<file path="config.mk">
export PLATFORM = sky130hd
export DESIGN_NAME = sap_obi_to_axil_bridge
export DESIGN_NICKNAME = d
export VERILOG_FILES = /design/src/rtl/sap_obi_to_axil_bridge.sv
export SDC_FILE = /design/constraint.sdc
export NUM_CORES = 1
export LEC_CHECK = 0
export ABC_AREA = 1
export CORE_MARGIN = 3
export CORE_UTILIZATION = 40
export CTS_CLUSTER_SIZE = 8
export DETAILED_ROUTE_END_ITERATION = 7
export PLACE_DENSITY_LB_ADDON = 0.08
export REMOVE_ABC_BUFFERS = 1
export SYNTH_ARGS = -nofsm -noshare
export SYNTH_HDL_FRONTEND = slang
export SYNTH_SLANG_ARGS = --single-unit
</file>
<file path="constraint.sdc">
create_clock -name clk_i -period 4.78 [get_ports clk_i]
set_input_delay 0.717 -clock clk_i [delete_from_list [all_inputs] [get_ports clk_i]]
set_output_delay 0.717 -clock clk_i [all_outputs]
set_load 0.05 [all_outputs]
</file>
<file path="src/rtl/sap_obi_to_axil_bridge.sv">
// ---------------------------------------------------------------------------
// sap_obi_to_axil_bridge
//
// Purpose: carries one OBI transaction at a time from the SAP external-slave
// manager port onto a single AXI4-Lite manager port and returns the result
// as one OBI rvalid pulse. AXI error responses raise a sticky flag and bump
// a saturating counter.
//
// Ports:
//   clk_i, rst_i                 clock, asynchronous active-high reset
//   obi_req_i/obi_we_i/obi_addr_i/obi_be_i/obi_wdata_i   OBI request side
//   obi_gnt_o/obi_rvalid_o/obi_rdata_o                   OBI grant/response
//   aw*/w*/b*/ar*/r*             AXI4-Lite manager channels
//   err_irq_o, err_cnt_o, err_clr_i   error flag, error count, clear
// ---------------------------------------------------------------------------
module sap_obi_to_axil_bridge #(
    parameter int         AddrWidth = 32,
    parameter int         DataWidth = 32,
    parameter logic [2:0] AxProt    = 3'b000
) (
    input  logic                   clk_i,
    input  logic                   rst_i,
    input  logic                   obi_req_i,
    input  logic                   obi_we_i,
    input  logic [AddrWidth-1:0]   obi_addr_i,
    input  logic [DataWidth/8-1:0] obi_be_i,
    input  logic [DataWidth-1:0]   obi_wdata_i,
    output logic                   obi_gnt_o,
    output logic                   obi_rvalid_o,
    output logic [DataWidth-1:0]   obi_rdata_o,
    output logic                   awvalid_o,
    input  logic                   awready_i,
    output logic [AddrWidth-1:0]   awaddr_o,
    output logic [2:0]             awprot_o,
    output logic                   wvalid_o,
    input  logic                   wready_i,
    output logic [DataWidth-1:0]   wdata_o,
    output logic [DataWidth/8-1:0] wstrb_o,
    input  logic                   bvalid_i,
    output logic                   bready_o,
    input  logic [1:0]             bresp_i,
    output logic                   arvalid_o,
    input  logic                   arready_i,
    output logic [AddrWidth-1:0]   araddr_o,
    output logic [2:0]             arprot_o,
    input  logic                   rvalid_i,
    output logic                   rready_o,
    input  logic [DataWidth-1:0]   rdata_i,
    input  logic [1:0]             rresp_i,
    output logic                   err_irq_o,
    input  logic                   err_clr_i,
    output logic [7:0]             err_cnt_o
);

    localparam int BeWidth = DataWidth / 8;

    typedef enum logic [2:0] {
        IDLE  = 3'd0,
        WR    = 3'd1,
        WR_B  = 3'd2,
        RD_AR = 3'd3,
        RD_R  = 3'd4,
        RESP  = 3'd5
    } state_t;

    state_t                 state_reg, state_next;
    logic [AddrWidth-1:2]   addr_reg;
    logic                   we_reg;
    logic [BeWidth-1:0]     be_reg;
    logic [DataWidth-1:0]   wdata_reg;
    logic [DataWidth-1:0]   rdata_reg;
    logic                   aw_pend_reg, w_pend_reg;
    logic                   err_reg;
    logic                   irq_reg;
    logic [7:0]             cnt_reg;
    logic                   grant;
    logic                   aw_left, w_left;

    // Byte offset within the word never reaches AXI (addresses are word-aligned).
    logic addr_lsb_unused;
    assign addr_lsb_unused = ^obi_addr_i[1:0];

    assign grant   = (state_reg == IDLE) && obi_req_i;
    // A pending channel stays pending unless its handshake completes this cycle.
    assign aw_left = aw_pend_reg && !awready_i;
    assign w_left  = w_pend_reg && !wready_i;

    // AXI payload comes straight from the latched request so it is stable
    // for the whole time any valid is held.
    assign awaddr_o  = {addr_reg, 2'b00};
    assign araddr_o  = {addr_reg, 2'b00};
    assign awprot_o  = AxProt;
    assign arprot_o  = AxProt;
    assign wdata_o   = wdata_reg;
    assign wstrb_o   = be_reg;
    assign err_irq_o = irq_reg;
    assign err_cnt_o = cnt_reg;

    // State register
    always_ff @(posedge clk_i or posedge rst_i) begin
        if (rst_i) begin
            state_reg <= IDLE;
        end else begin
            state_reg <= state_next;
        end
    end

    // Next-state logic
    always_comb begin
        state_next = state_reg;
        case (state_reg)
            IDLE:    if (obi_req_i) state_next = obi_we_i ? WR : RD_AR;
            WR:      if (!aw_left && !w_left) state_next = WR_B;
            WR_B:    if (bvalid_i) state_next = RESP;
            RD_AR:   if (arready_i) state_next = RD_R;
            RD_R:    if (rvalid_i) state_next = RESP;
            RESP:    state_next = IDLE;
            default: state_next = IDLE;
        endcase
    end

    // Output logic: every AXI valid depends on registered state only.
    always_comb begin
        obi_gnt_o    = 1'b0;
        obi_rvalid_o = 1'b0;
        obi_rdata_o  = '0;
        awvalid_o    = 1'b0;
        wvalid_o     = 1'b0;
        bready_o     = 1'b0;
        arvalid_o    = 1'b0;
        rready_o     = 1'b0;
        case (state_reg)
            IDLE:  obi_gnt_o = obi_req_i;
            WR: begin
                awvalid_o = aw_pend_reg;
                wvalid_o  = w_pend_reg;
            end
            WR_B:  bready_o  = 1'b1;
            RD_AR: arvalid_o = 1'b1;
            RD_R:  rready_o  = 1'b1;
            RESP: begin
                obi_rvalid_o = 1'b1;
                obi_rdata_o  = we_reg ? '0 : rdata_reg;
            end
            default: ;
        endcase
    end

    // Request capture, channel bookkeeping, response capture, error counting
    always_ff @(posedge clk_i or posedge rst_i) begin
        if (rst_i) begin
            addr_reg    <= '0;
            we_reg      <= 1'b0;
            be_reg      <= '0;
            wdata_reg   <= '0;
            rdata_reg   <= '0;
            aw_pend_reg <= 1'b0;
            w_pend_reg  <= 1'b0;
            err_reg     <= 1'b0;
            irq_reg     <= 1'b0;
            cnt_reg     <= 8'd0;
        end else begin
            if (grant) begin
                addr_reg    <= obi_addr_i[AddrWidth-1:2];
                we_reg      <= obi_we_i;
                be_reg      <= obi_be_i;
                wdata_reg   <= obi_wdata_i;
                aw_pend_reg <= obi_we_i;
                w_pend_reg  <= obi_we_i;
            end else if (state_reg == WR) begin
                aw_pend_reg <= aw_left;
                w_pend_reg  <= w_left;
            end

            if (state_reg == WR_B && bvalid_i) begin
                err_reg <= (bresp_i != 2'b00);
            end
            if (state_reg == RD_R && rvalid_i) begin
                rdata_reg <= rdata_i;
                err_reg   <= (rresp_i != 2'b00);
            end

            // Clear wins over a same-cycle error.
            if (err_clr_i) begin
                irq_reg <= 1'b0;
                cnt_reg <= 8'd0;
            end else if (state_reg == RESP && err_reg) begin
                irq_reg <= 1'b1;
                if (cnt_reg != 8'hFF) begin
                    cnt_reg <= cnt_reg + 8'd1;
                end
            end
        end
    end

endmodule
</file>
### After elaboration in Yosys (flattened, before gate mapping)

Cells that the tools add are included.

* word-level logic and storage cells: 70
* output and inout bits: 154
* register bits: 114

* add/subtract/negate cells: 1
* mux-type cells: 27
* eq/ne operators: 11
* reduce and logical (&&, ||, !) cells: 20

Operators with widths (count)
* two-way mux 32 bit: 2
* two-way mux 8 bit: 3
* two-way mux 1 bit: 15
* two-way mux 3 bit: 5
* one-hot mux 3 bit (5 select lines): 1
* nonzero test 2 bit: 6
* inequality test 2 bit (second input constant): 5
* adder 8 x 1 -> 8 bit (second input constant): 1
* inequality test 8 bit (second input constant): 1
* logical AND 1 bit: 7
* == test 3 x 2 -> 1 bit (second input constant): 2
* == test 3 bit (second input constant): 2
* AND reduction 5 bit: 1
* logical NOT 1 bit: 4
* == test 3 x 1 -> 1 bit (second input constant): 1
* logical NOT 3 bit: 1
* two-way mux 2 bit: 1
* AND reduction 2 bit: 1

### Depth between registers and ports, before layout

Gate-level depths: netlist of run 1.

* depth in word-level cells: 6
* gate-level depth with buffers: 9
* depth with buffers taken out: 9

### Worst setup path before layout of run 1

Ideal clock, no wire load.

* path type: register -> output
* start point: reg state_reg[1]
* end point: out obi_rdata_o[10]
* cell stages (with the launch flop): 7
* setup slack: 2.297 ns
* arrival: 1.766 ns
* path buffers: 1
* path through: dfrtp_1 > inv_1 > nand3_1 > inv_2 > nand2_1 > buf_2 > nor2_1

* word-level cells in the longest chain between the ends: 2

RTL lines
* start, declared: line 66 `state_t state_reg, state_next;`
* start signal, assigned: line 104 `state_reg <= state_next;`
* == test 3 bit: line 132 `case (state_reg)`
* two-way mux 32 bit: line 132
* end, declared: line 30 `output logic [DataWidth-1:0] obi_rdata_o,`

No other way between the ends.

### Worst setup path in the final report of run 1

* start point: reg state_reg[1]
* end point: out obi_rdata_o[20]

Same word-level chain as after synthesis.

==> results.txt, run 1 <==
Cts bufs inserted -> 17
DIE AREA -> 14300 sq um
Distinct cells, synth -> 25
DRC -> 0
Post-route setup TNS -> 0 ns
Synth Flop Type -> dfrtp_1
Initial Util -> 0.419
Area Growth Syn to Fin -> 54.8%
Largest net degree at the start of global routing -> 71
Die Ht -> 120 microns
Pleak -> 0.00382 uW
Die width -> 120 microns
Resized cells post-CTS -> 0
Sink Count -> 114
First-pass GRT wire length -> 23000 microns
Cell with the most instances after synthesis -> nand2_1
Number of synthesized flops with an enable pin -> 0
Fmax -> 0.275 GHz
Part of the power in the clock network -> 0.174
GRT overflow -> 0
Max-cap violations -> 0
Top fanout value on the critical path -> 31
Sw Share -> 0.487
Sequential share of the synthesized area -> 0.553
Worst Setup SP -> state_reg[1]
Clk buf depth -> 2
Crit path DAT -> 2.92 ns
Psw -> 2900 uW
# H-tree levels -> 4
Final min period -> 3.64 ns
Initial DRC count -> 264
Critical path required time -> 4.06 ns
CTS Hold Bufs -> 0
Outcome -> complete, no violations
Startpoint type of the worst setup path -> register
Fin nets -> 969
Pint -> 3060 uW
Post-route ant nets -> 0
Sequential Power Share -> 0.275
Critical Path End Type -> output port
Finish-stage setup viols -> 0
Hold wc startpoint -> wdata_o[0]
CTS tree -> built
R2R Path Start -> state_reg[0]
I/O pin count -> 268
#FFs+latches synth -> 114
Post-synth top area share -> 0.553
Latest clock arrival within the worst-skew pair -> 0.40 ns
Layout cells sized above 1 -> 0.0348
Worst Skew -> 0.00484 ns
GRT Overall Usage -> 0.205
Vias -> 4688
Maximum VDD drop -> 447 uV
Row count -> 40
Slew Limit Fails -> 0
YS warnings -> 0
Core Region -> 12300 sq um
Post-DP HPWL -> 10700 microns
WL final -> 14500 microns
Final cycle utilization of the critical path -> 0.761
Gp weighted congestion -> 0.814
PortBufs -> 255
Most frequent cells after synthesis -> nand2_1, dfrtp_1, inv_1, nor2_1, buf_4
# Post-CTS Setup Buffers -> 0
Crit path kind -> reg2out
Post-synthesis cell count -> 634
Number of global-route vias before repair -> 4625
Via/cell ratio -> 4.56
Multi-input logic area -> 1660 sq um
Max-slew headroom -> 0.226
Async set-or-reset flop fraction in the synthesized netlist -> 1.00
Clock transition at the registers of the reported paths -> 0.05 ns
Reg area -> 2850 sq um
Pre-antenna DRT Iters -> 4
Top post-synthesis cells by area -> dfrtp_1, nand2_1, buf_4, inv_1, o21ai_0
Fill count -> 1109
Area after DPL -> 7510 sq um
DR WL/cell -> 14.1 microns
Hold Crit Class -> reg2reg
Comb pwr share -> 0.551
Final hold viol count -> 0
Pwr/cell area -> 747 nW/um^2
RSZ-0062 raised after global routing -> no
Slew @ Worst Pin -> 1.16 ns
Yosys top cell by area -> dfrtp_1
Synth Area per Inst -> 8.14 sq um
Initial antenna violation count -> 0
Clock Tree Root -> clkbuf_16
Diode count -> 0
Post-route cell area -> 7990 sq um
Synth Cell Area -> 5160 sq um
cell usage in the layout, fill, tap and decap left out, types with 3 or more instances in the layout:
cell type        instances
conb_1                  10
dfrtp_1                114
clkdlybuf4s50_1        255
inv_1                   54
nand3_1                 10
nor2_1                  45
buf_4                    3
clkbuf_1                 6
nand2_1                281
clkbuf_16               17
nand4_1                  3
o21ai_0                 39
metal layers:
layer	up-vias	part of all wire	wire, microns	global-route usage
li1	2296	-	-	-
met1	2207	0.39	5620	0.229
met2	168	0.51	7460	0.362
met3	17	0.083	1200	0.0749
met4	0	0.018	258	0.0694
met5	-	0	0	0
stage by stage:
step / power, uW / cells / hold WS [ns] / setup WS [ns] / utilization
6_report: 5970 / 1029 / 0.467 / 1.14 / 0.649
5_1_grt: 6280 / 1029 / 0.479 / 0.920 / 0.649
4_1_cts: 6030 / 1029 / 0.469 / 1.10 / 0.649
3_5_place_dp: 4970 / 1003 / 0.458 / 1.55 / 0.610
3_3_place_gp: 4900 / 1003 / 0.453 / 1.56 / 0.610
2_1_floorplan: 3750 / 577 / 0.442 / 1.05 / -
logic make-up after synthesis:
logic type,after synthesis,share of synthesized area
AOI/OAI and AO/OA,48,0.0490
xor gates and xnor gates,2,0.00340
adders and majority gates,1,0.00242
buffers and inverters,123,0.133
DFF,114,0.553
other,1,0.000727
and+or+nand+nor,345,0.258
power by group through the flow:
| stage | Combinational [uW] | Clock [uW] | Sequential (uW) |
|---|---|---|---|
| 6_report | 3290 | 1040 | 1640 |
| 5_1_grt | 3480 | 1110 | 1700 |
| 4_1_cts | 3320 | 1060 | 1640 |
| 3_5_place_dp | 3320 | 0 | 1650 |
| 3_3_place_gp | 3270 | 0 | 1630 |
| 2_1_floorplan | 809 | 0 | 2950 |
area by class of cell:
class / instances / share of cell area
clock buffers: 24 / 0.0578
multi-input cells: 406 / 0.208
clock inverters: 2 / 0.00125
flip-flops and latches: 114 / 0.357
repair buffers: 258 / 0.322
well taps: 168 / 0.0263
inverters: 57 / 0.0271
path summary, 6_finish.rpt:
kind	end	slack, ns	depth (start not counted)
worst min-delay path	wdata_o[0]	0.47	2
max in group asynchronous	rdata_reg[20]	3.06	3
worst max-delay path	obi_rdata_o[20]	1.14	6
worst min register to register	wdata_o[0]	0.47	2
min in group asynchronous	addr_reg[18]	0.80	2
worst max register to register	wdata_o[30]	2.26	7
worst max-delay path: stages, from the launching register on:
cell and delay (ns):
dfrtp_1 0.43, inv_1 0.12, nand3_1 0.11, inv_2 0.09, nand2_1 0.58, nor2_1 0.32
clkdlybuf4s50_1 0.85
Power figures use the tool's default switching activity.
==> run 2, diff against run 1 <==
--- a/config.mk
+++ b/config.mk
@@ -7,7 +7,7 @@
 export LEC_CHECK = 0
 export ABC_AREA = 1
 export CORE_MARGIN = 3
-export CORE_UTILIZATION = 40
+export CORE_UTILIZATION = 36
 export CTS_CLUSTER_SIZE = 8
 export DETAILED_ROUTE_END_ITERATION = 7
 export PLACE_DENSITY_LB_ADDON = 0.08
==> constraint.sdc (replaced) <==
create_clock -name clk_i -period 3.05 [get_ports clk_i]
set_input_delay 0.4575 -clock clk_i [delete_from_list [all_inputs] [get_ports clk_i]]
set_output_delay 0.4575 -clock clk_i [all_outputs]
set_load 0.05 [all_outputs]
==> run 2 against run 1 <==
Net effect:
- sequential power up 57%
- clock skew grew 0.00086 ns
- clock power is 73% higher
- wire length decreased by 1.6%
- critical endpoint is now awvalid_o
- largest cell class unchanged
==> results.txt, run 2 (synthesis results as in run 1) <==
Placed insts -> 1018 (was 1003)
Area after DPL -> 7500 sq um (was 7510 sq um)
Final min period -> 2.68 ns
Hold wc startpoint -> wdata_o[29] (was wdata_o[0])
Row count -> 43 (was 40)
Finish-stage setup viols -> 0 (unchanged)
Crit-path leading delay family -> buffers and inverters (unchanged)
Die width -> 126 microns (was 120 microns)
DRC -> 0 (unchanged)
Post-route ant nets -> 0 (unchanged)
R2R Setup Slk -> 0.99 ns (was 2.26 ns)
R2R Path Start -> state_reg[0] (unchanged)
Top fanout value on the critical path -> 6 (was 31)
Final hold slack -> 0.466 ns (was 0.467 ns)
Post-route cell area -> 8040 sq um (was 7990 sq um)
Critical path required time -> 2.59 ns (was 4.06 ns)
Worst Hold Endpoint -> wdata_o[29] (was wdata_o[0])
Initial Util -> 0.370 (was 0.419)
Clock Tree Root -> clkbuf_16 (unchanged)
Diode count -> 0 (unchanged)
Startpoint type of the worst setup path -> register (unchanged)
Core Region -> 13900 sq um (was 12300 sq um)
Max-slew headroom -> 0.251 (was 0.226)
Most frequent cells in the layout -> nand2_1, clkdlybuf4s50_1, dfrtp_1 (unchanged)
Slew Limit Fails -> 0 (unchanged)
Die Ht -> 126 microns (was 120 microns)
I/O pin count -> 268 (unchanged)
Cts bufs inserted -> 17 (unchanged)
Critical Path End Type -> output port (unchanged)
GRT Overall Usage -> 0.187 (was 0.205)
PortBufs -> 255 (unchanged)
Worst Setup SP -> state_reg[1] (unchanged)
Final cycle utilization of the critical path -> 0.880
Crit path DAT -> 2.23 ns (was 2.92 ns)
Fmax -> 0.373 GHz
CTS Hold Bufs -> 0 (unchanged)
Vias -> 4637 (was 4688)
Crit path setup slack, layout -> 0.367 ns (was 1.14 ns)
CTS tree -> built (unchanged)
Max-cap violations -> 0 (unchanged)
Outcome -> complete, no violations (unchanged)
R2R depth -> 6 (was 7)
Pleak -> 0.00395 uW (was 0.00382 uW)
Critical path's slowest cell -> clkdlybuf4s50_1 (unchanged)
Gp weighted congestion -> 0.830 (was 0.814)
Worst Skew -> 0.00571 ns (was 0.00484 ns)
RR Endpoint -> addr_reg[7] (was wdata_o[30])
Largest net degree at the start of global routing -> 67 (was 71)
WL final -> 14300 microns (was 14500 microns)
Post-Place Setup Slack -> 0.687 ns (was 1.55 ns)
Initial antenna violation count -> 0 (unchanged)
DIE AREA -> 15800 sq um (was 14300 sq um)
Cell breakdown of the critical path -> inv_1 -> nand2_1 -> nor2_1 -> inv_1 -> nor2_1 -> clkdlybuf4s50_1 (was inv_1 -> nand3_1 -> inv_2 -> nand2_1 -> nor2_1 -> clkdlybuf4s50_1)
Via/cell ratio -> 4.42 (was 4.56)
Fin nets -> 972 (was 969)
Post-DP HPWL -> 10600 microns (was 10700 microns)
Pre-antenna DRT Iters -> 4 (unchanged)
Crit path kind -> reg2out (unchanged)
Maximum VDD drop -> 512 uV (was 447 uV)
Number of global-route vias before repair -> 4607 (was 4625)
# Post-CTS Setup Buffers -> 0 (unchanged)
Final hold viol count -> 0 (unchanged)
Resized cells post-CTS -> 0 (unchanged)
Latest clock arrival within the worst-skew pair -> 0.41 ns (was 0.40 ns)
Pwr/cell area -> 1180 nW/um^2 (was 747 nW/um^2)
# H-tree levels -> 4 (unchanged)
Area Growth Syn to Fin -> 55.8% (was 54.8%)
Most common cell after layout, fill and taps aside -> nand2_1 (unchanged)
Clk buf depth -> 2 (unchanged)
Hold path cells -> 2 (unchanged)
Buf/Inv on CP -> 3 (unchanged)
GRT overflow -> 0 (unchanged)
Clock transition at the registers of the reported paths -> 0.05 ns (about the same)
Initial DRC count -> 226 (was 264)
Hold Crit Class -> reg2reg (unchanged)
Crit-path max cell delay -> 0.81 ns (was 0.85 ns)
Final cell count without fillers -> 1049 (was 1029)
Layout cells sized above 1 -> 0.0817 (was 0.0348)
First-pass GRT wire length -> 23500 microns (was 23000 microns)
RSZ-0062 raised after global routing -> no (unchanged)
Slew @ Worst Pin -> 1.12 ns (was 1.16 ns)
Sink Count -> 114 (unchanged)
DR WL/cell -> 13.6 microns (was 14.1 microns)
==> run 2: cell count changes in the layout (fill, tap and decap cells not counted), moves of 2 or more <==
| cell | delta |
|---|---|
| clkinv_2 | +3 |
| buf_12 | +2 |
| buf_4 | +33 |
| clkbuf_8 | +2 |
| clkdlybuf4s50_1 | -32 |
==> run 2: how the worst max path moves through the flow <==
stage	end	slack, ns	cells past startpoint
2_1_floorplan	addr_reg[10]	-0.42	1
3_3_place_gp	wdata_o[25]	0.73	6
3_5_place_dp	addr_reg[7]	0.69	6
4_1_cts	awvalid_o	0.34	6
5_1_grt	awvalid_o	0.13	6
6_report	awvalid_o	0.37	6
==> run 2: through the flow <==
step / total power, uW / setup TNS [ns] / utilization
floorplan: 5880 / -48.25 / -
global placement: 7700 / 0 / 0.538
detailed placement: 7780 / 0 / 0.538
CTS: 9620 / 0 / 0.577
global route: 10100 / 0 / 0.577
finish: 9500 / 0 / 0.577
==> run 2: worst register-to-register path: stages, from the launching register on <==
cell     delay (ns)
dfrtp_1        0.46
nor2_2         0.16
nand2_1        0.13
nor2_4         0.34
inv_2          0.53
nand2_1        0.24
nand2_1        0.07
==> run 2: report_power, final <==
| part | internal (uW) | switching (uW) |
|---|---|---|
| clock network | 1170 | 628 |
| logic | 1590 | 3550 |
| registers | 2190 | 377 |
==> run 2: layout make-up <==
type / instances / area [sq um]
repair buffers: 261 / 2540
fillers: 1279 / 5900
well taps: 180 / 225
clock buffers: 25 / 485
multi-input cells: 406 / 1660
inverters: 57 / 216
flip-flops and latches: 114 / 2850
clock inverters: 6 / 55.1
==> run 2: routing by layer <==
layer	share of wire	routed length (microns)	global-route usage
met1	0.42	6000	0.229
met4	0.013	182	0.0631
met2	0.50	7220	0.318
met5	0	0	0
met3	0.063	907	0.0522
==> run 3, diff against run 2 <==
--- a/config.mk
+++ b/config.mk
@@ -5,11 +5,11 @@
 export SDC_FILE = /design/constraint.sdc
 export NUM_CORES = 1
 export LEC_CHECK = 0
-export ABC_AREA = 1
 export CORE_MARGIN = 3
 export CORE_UTILIZATION = 36
 export CTS_CLUSTER_SIZE = 8
 export DETAILED_ROUTE_END_ITERATION = 7
+export GPL_ROUTABILITY_DRIVEN = 0
 export PLACE_DENSITY_LB_ADDON = 0.08
 export REMOVE_ABC_BUFFERS = 1
 export SYNTH_ARGS = -nofsm -noshare
==> run 3 against run 2 <==
Net effect:
- register-to-register slack gained 0.18 ns
- synthesized cell count decreased by 39%
- via count decreased by 19%
- highest routed layer unchanged
- utilization is 0.36 points higher
- sequential share of layout area fell by 0.22 points
- critical endpoint is now wvalid_o
- global-route usage decreased by 1.3 points
- sequential power grew 3%
- clock power grew 3%
- non-clock buffer count grew 4
- first-iteration DRC count down 52%
- area after synthesis fell by 0.19%
==> results.txt, run 3 <==
Initial DRC count -> 108 (was 226)
Post-route ant nets -> 0 (unchanged)
Final cell count without fillers -> 807 (was 1049)
Crit path setup slack, layout -> 0.231 ns (was 0.367 ns)
Synth Flop Type -> dfrtp_1 (unchanged)
WL met3 -> 1460 microns (was 907 microns)
Initial antenna violation count -> 0 (unchanged)
Fill count -> 1189 (was 1279)
Via/cell ratio -> 4.65 (was 4.42)
Crit path kind -> reg2out (unchanged)
Outcome -> complete, no violations (unchanged)
Row count -> 43 (unchanged)
First-pass GRT wire length -> 21500 microns (was 23500 microns)
DR WL/cell -> 16.8 microns (was 13.6 microns)
R2R Setup Slk -> 1.17 ns (was 0.99 ns)
Initial Util -> 0.370 (about the same)
Max-slew headroom -> 0.470 (was 0.251)
Hold Crit Class -> in2async (was reg2reg)
Post-synth top area share -> 0.554 (was 0.553)
Slew @ Worst Pin -> 0.794 ns (was 1.12 ns)
Critical path required time -> 2.59 ns (about the same)
DRC -> 0 (unchanged)
Die width -> 126 microns (about the same)
RR Endpoint -> addr_reg[13] (was addr_reg[7])
Post-synthesis cell count -> 384 (was 634)
Layout cells sized above 1 -> 0.265 (was 0.0817)
Number of global-route vias before repair -> 4109 (was 4607)
Pleak -> 0.00359 uW (was 0.00395 uW)
# Post-CTS Setup Buffers -> 0 (unchanged)
GRT Overall Usage -> 0.174 (was 0.187)
Final cycle utilization of the critical path -> 0.924 (was 0.880)
Most frequent cells after synthesis -> dfrtp_1, mux2_2, buf_4, and3_1, nor2_1 (was nand2_1, dfrtp_1, inv_1, nor2_1, buf_4)
Final hold viol count -> 0 (unchanged)
Critical Path End Type -> output port (unchanged)
#FFs+latches synth -> 114 (unchanged)
Pre-antenna DRT Iters -> 4 (unchanged)
Most frequent cells in the layout -> clkdlybuf4s50_1, dfrtp_1, mux2_2 (was nand2_1, clkdlybuf4s50_1, dfrtp_1)
Top post-synthesis cells by area -> dfrtp_1, mux2_2, buf_4, and3_1, mux2_4 (was dfrtp_1, nand2_1, buf_4, inv_1, o21ai_0)
CTS tree -> built (unchanged)
Diode count -> 0 (unchanged)
Number of synthesized flops with an enable pin -> 0 (unchanged)
Slew Limit Fails -> 0 (unchanged)
Synth Area per Inst -> 13.4 sq um (was 8.14 sq um)
Resized cells post-CTS -> 0 (unchanged)
R2R Path Start -> state_reg[1] (was state_reg[0])
Distinct cells, synth -> 34 (was 25)
Met2 wire length -> 6710 microns (was 7220 microns)
Pwr/cell area -> 1250 nW/um^2 (was 1180 nW/um^2)
Fmax -> 0.355 GHz (was 0.373 GHz)
Fin nets -> 730 (was 972)
Latest clock arrival within the worst-skew pair -> 0.41 ns (about the same)
Area after DPL -> 7530 sq um (was 7500 sq um)
Post-DP HPWL -> 9850 microns (was 10600 microns)
Synth Cell Area -> 5150 sq um (was 5160 sq um)
Die Ht -> 126 microns (about the same)
Crit path DAT -> 2.36 ns (was 2.23 ns)
Area Growth Syn to Fin -> 57.0% (was 55.8%)
Finish-stage setup viols -> 0 (unchanged)
# H-tree levels -> 4 (unchanged)
PortBufs -> 255 (unchanged)
WL final -> 13500 microns (was 14300 microns)
Vias -> 3751 (was 4637)
Top fanout value on the critical path -> 4 (was 6)
Yosys top cell by area -> dfrtp_1 (unchanged)
Core Region -> 13900 sq um (unchanged)
Clk buf depth -> 2 (unchanged)
Post-route cell area -> 8090 sq um (was 8040 sq um)
Post-Place Setup Slack -> 0.636 ns (was 0.687 ns)
Worst Skew -> 0.00563 ns (was 0.00571 ns)
Clock transition at the registers of the reported paths -> 0.05 ns (about the same)
GRT overflow -> 0 (unchanged)
Cts bufs inserted -> 17 (unchanged)
Maximum VDD drop -> 910 uV (was 512 uV)
Startpoint type of the worst setup path -> register (unchanged)
Max-cap violations -> 0 (unchanged)
Largest net degree at the start of global routing -> 54 (was 67)
Sink Count -> 114 (unchanged)
YS warnings -> 0 (unchanged)
Clock Tree Root -> clkbuf_16 (unchanged)
Max layer used -> met4 (unchanged)
Cell with the most instances after synthesis -> dfrtp_1 (was nand2_1)
Placed insts -> 776 (was 1018)
Sequential share of the synthesized area -> 0.554 (was 0.553)
I/O pin count -> 268 (unchanged)
DIE AREA -> 15800 sq um (about the same)
Most common cell after layout, fill and taps aside -> clkdlybuf4s50_1 (was nand2_1)
Met1 Wirelength -> 5180 microns (was 6000 microns)
R2R depth -> 4 (was 6)
Async set-or-reset flop fraction in the synthesized netlist -> 1.00 (unchanged)
CTS Hold Bufs -> 0 (unchanged)
RSZ-0062 raised after global routing -> no (unchanged)
Final min period -> 2.82 ns (was 2.68 ns)
## run 3: kinds of logic after synthesis
logic type                 after synthesis  synth area share
muxes                                  104             0.233
buffers and inverters                   65            0.0899
adders and majority gates                1           0.00243
AOI/OAI and AO/OA                       16            0.0219
and+or+nand+nor                         77            0.0875
other                                    1          0.000728
xor gates and xnor gates                 6            0.0102
DFF                                    114             0.554
## run 3: worst max-delay path by stage
stage | endpoint | startpoint | cells after the start
4_1_cts | wvalid_o | state_reg[1] | 3
3_5_place_dp | wvalid_o | state_reg[1] | 3
2_1_floorplan | addr_reg[10] | state_reg[0] | 2
3_3_place_gp | wvalid_o | state_reg[1] | 3
6_report | wvalid_o | state_reg[1] | 3
5_1_grt | wvalid_o | state_reg[1] | 3
## run 3: power by group
part | total, uW | internal, uW | switching [uW] | leakage, uW
logic | 5630 | 2100 | 3530 | 0.00194
registers | 2640 | 2230 | 405 | 0.00138
clock network | 1860 | 1220 | 638 | 0.000273
total | 10100 | 5550 | 4570 | 0.00359
## run 3: metal layers
layer | GRT usage | vias to the layer above
li1 | - | 1753
met1 | 0.196 | 1827
met2 | 0.284 | 158
met3 | 0.0914 | 13
met4 | 0.0593 | 0
met5 | 0 | -
## run 3: through the flow
stage	TNS (ns)	hold WS [ns]	util	power, uW
6_report	0	0.461	0.580	10100
5_1_grt	0	0.506	0.580	10600
4_1_cts	0	0.482	0.580	10300
3_5_place_dp	0	0.487	0.540	8330
3_3_place_gp	0	0.470	0.540	8260
2_1_floorplan	-112.58	0.452	-	6330
## run 3: area by class of cell
type	instances	area, sq um	area share
tap	180	225	0.0278
clock buffer	27	513	0.0634
sequential	114	2850	0.353
timing repair buffer	265	2570	0.317
clock inverter	4	47.5	0.00588
multi-input combinational	214	1870	0.231
inverter	3	13.8	0.00170
## run 3: critical path, stage by stage, from the launching register on
cell             delay [ns]
dfrtp_1                0.37
nor3b_1                0.53
and2_1                 0.22
clkdlybuf4s50_1        0.83
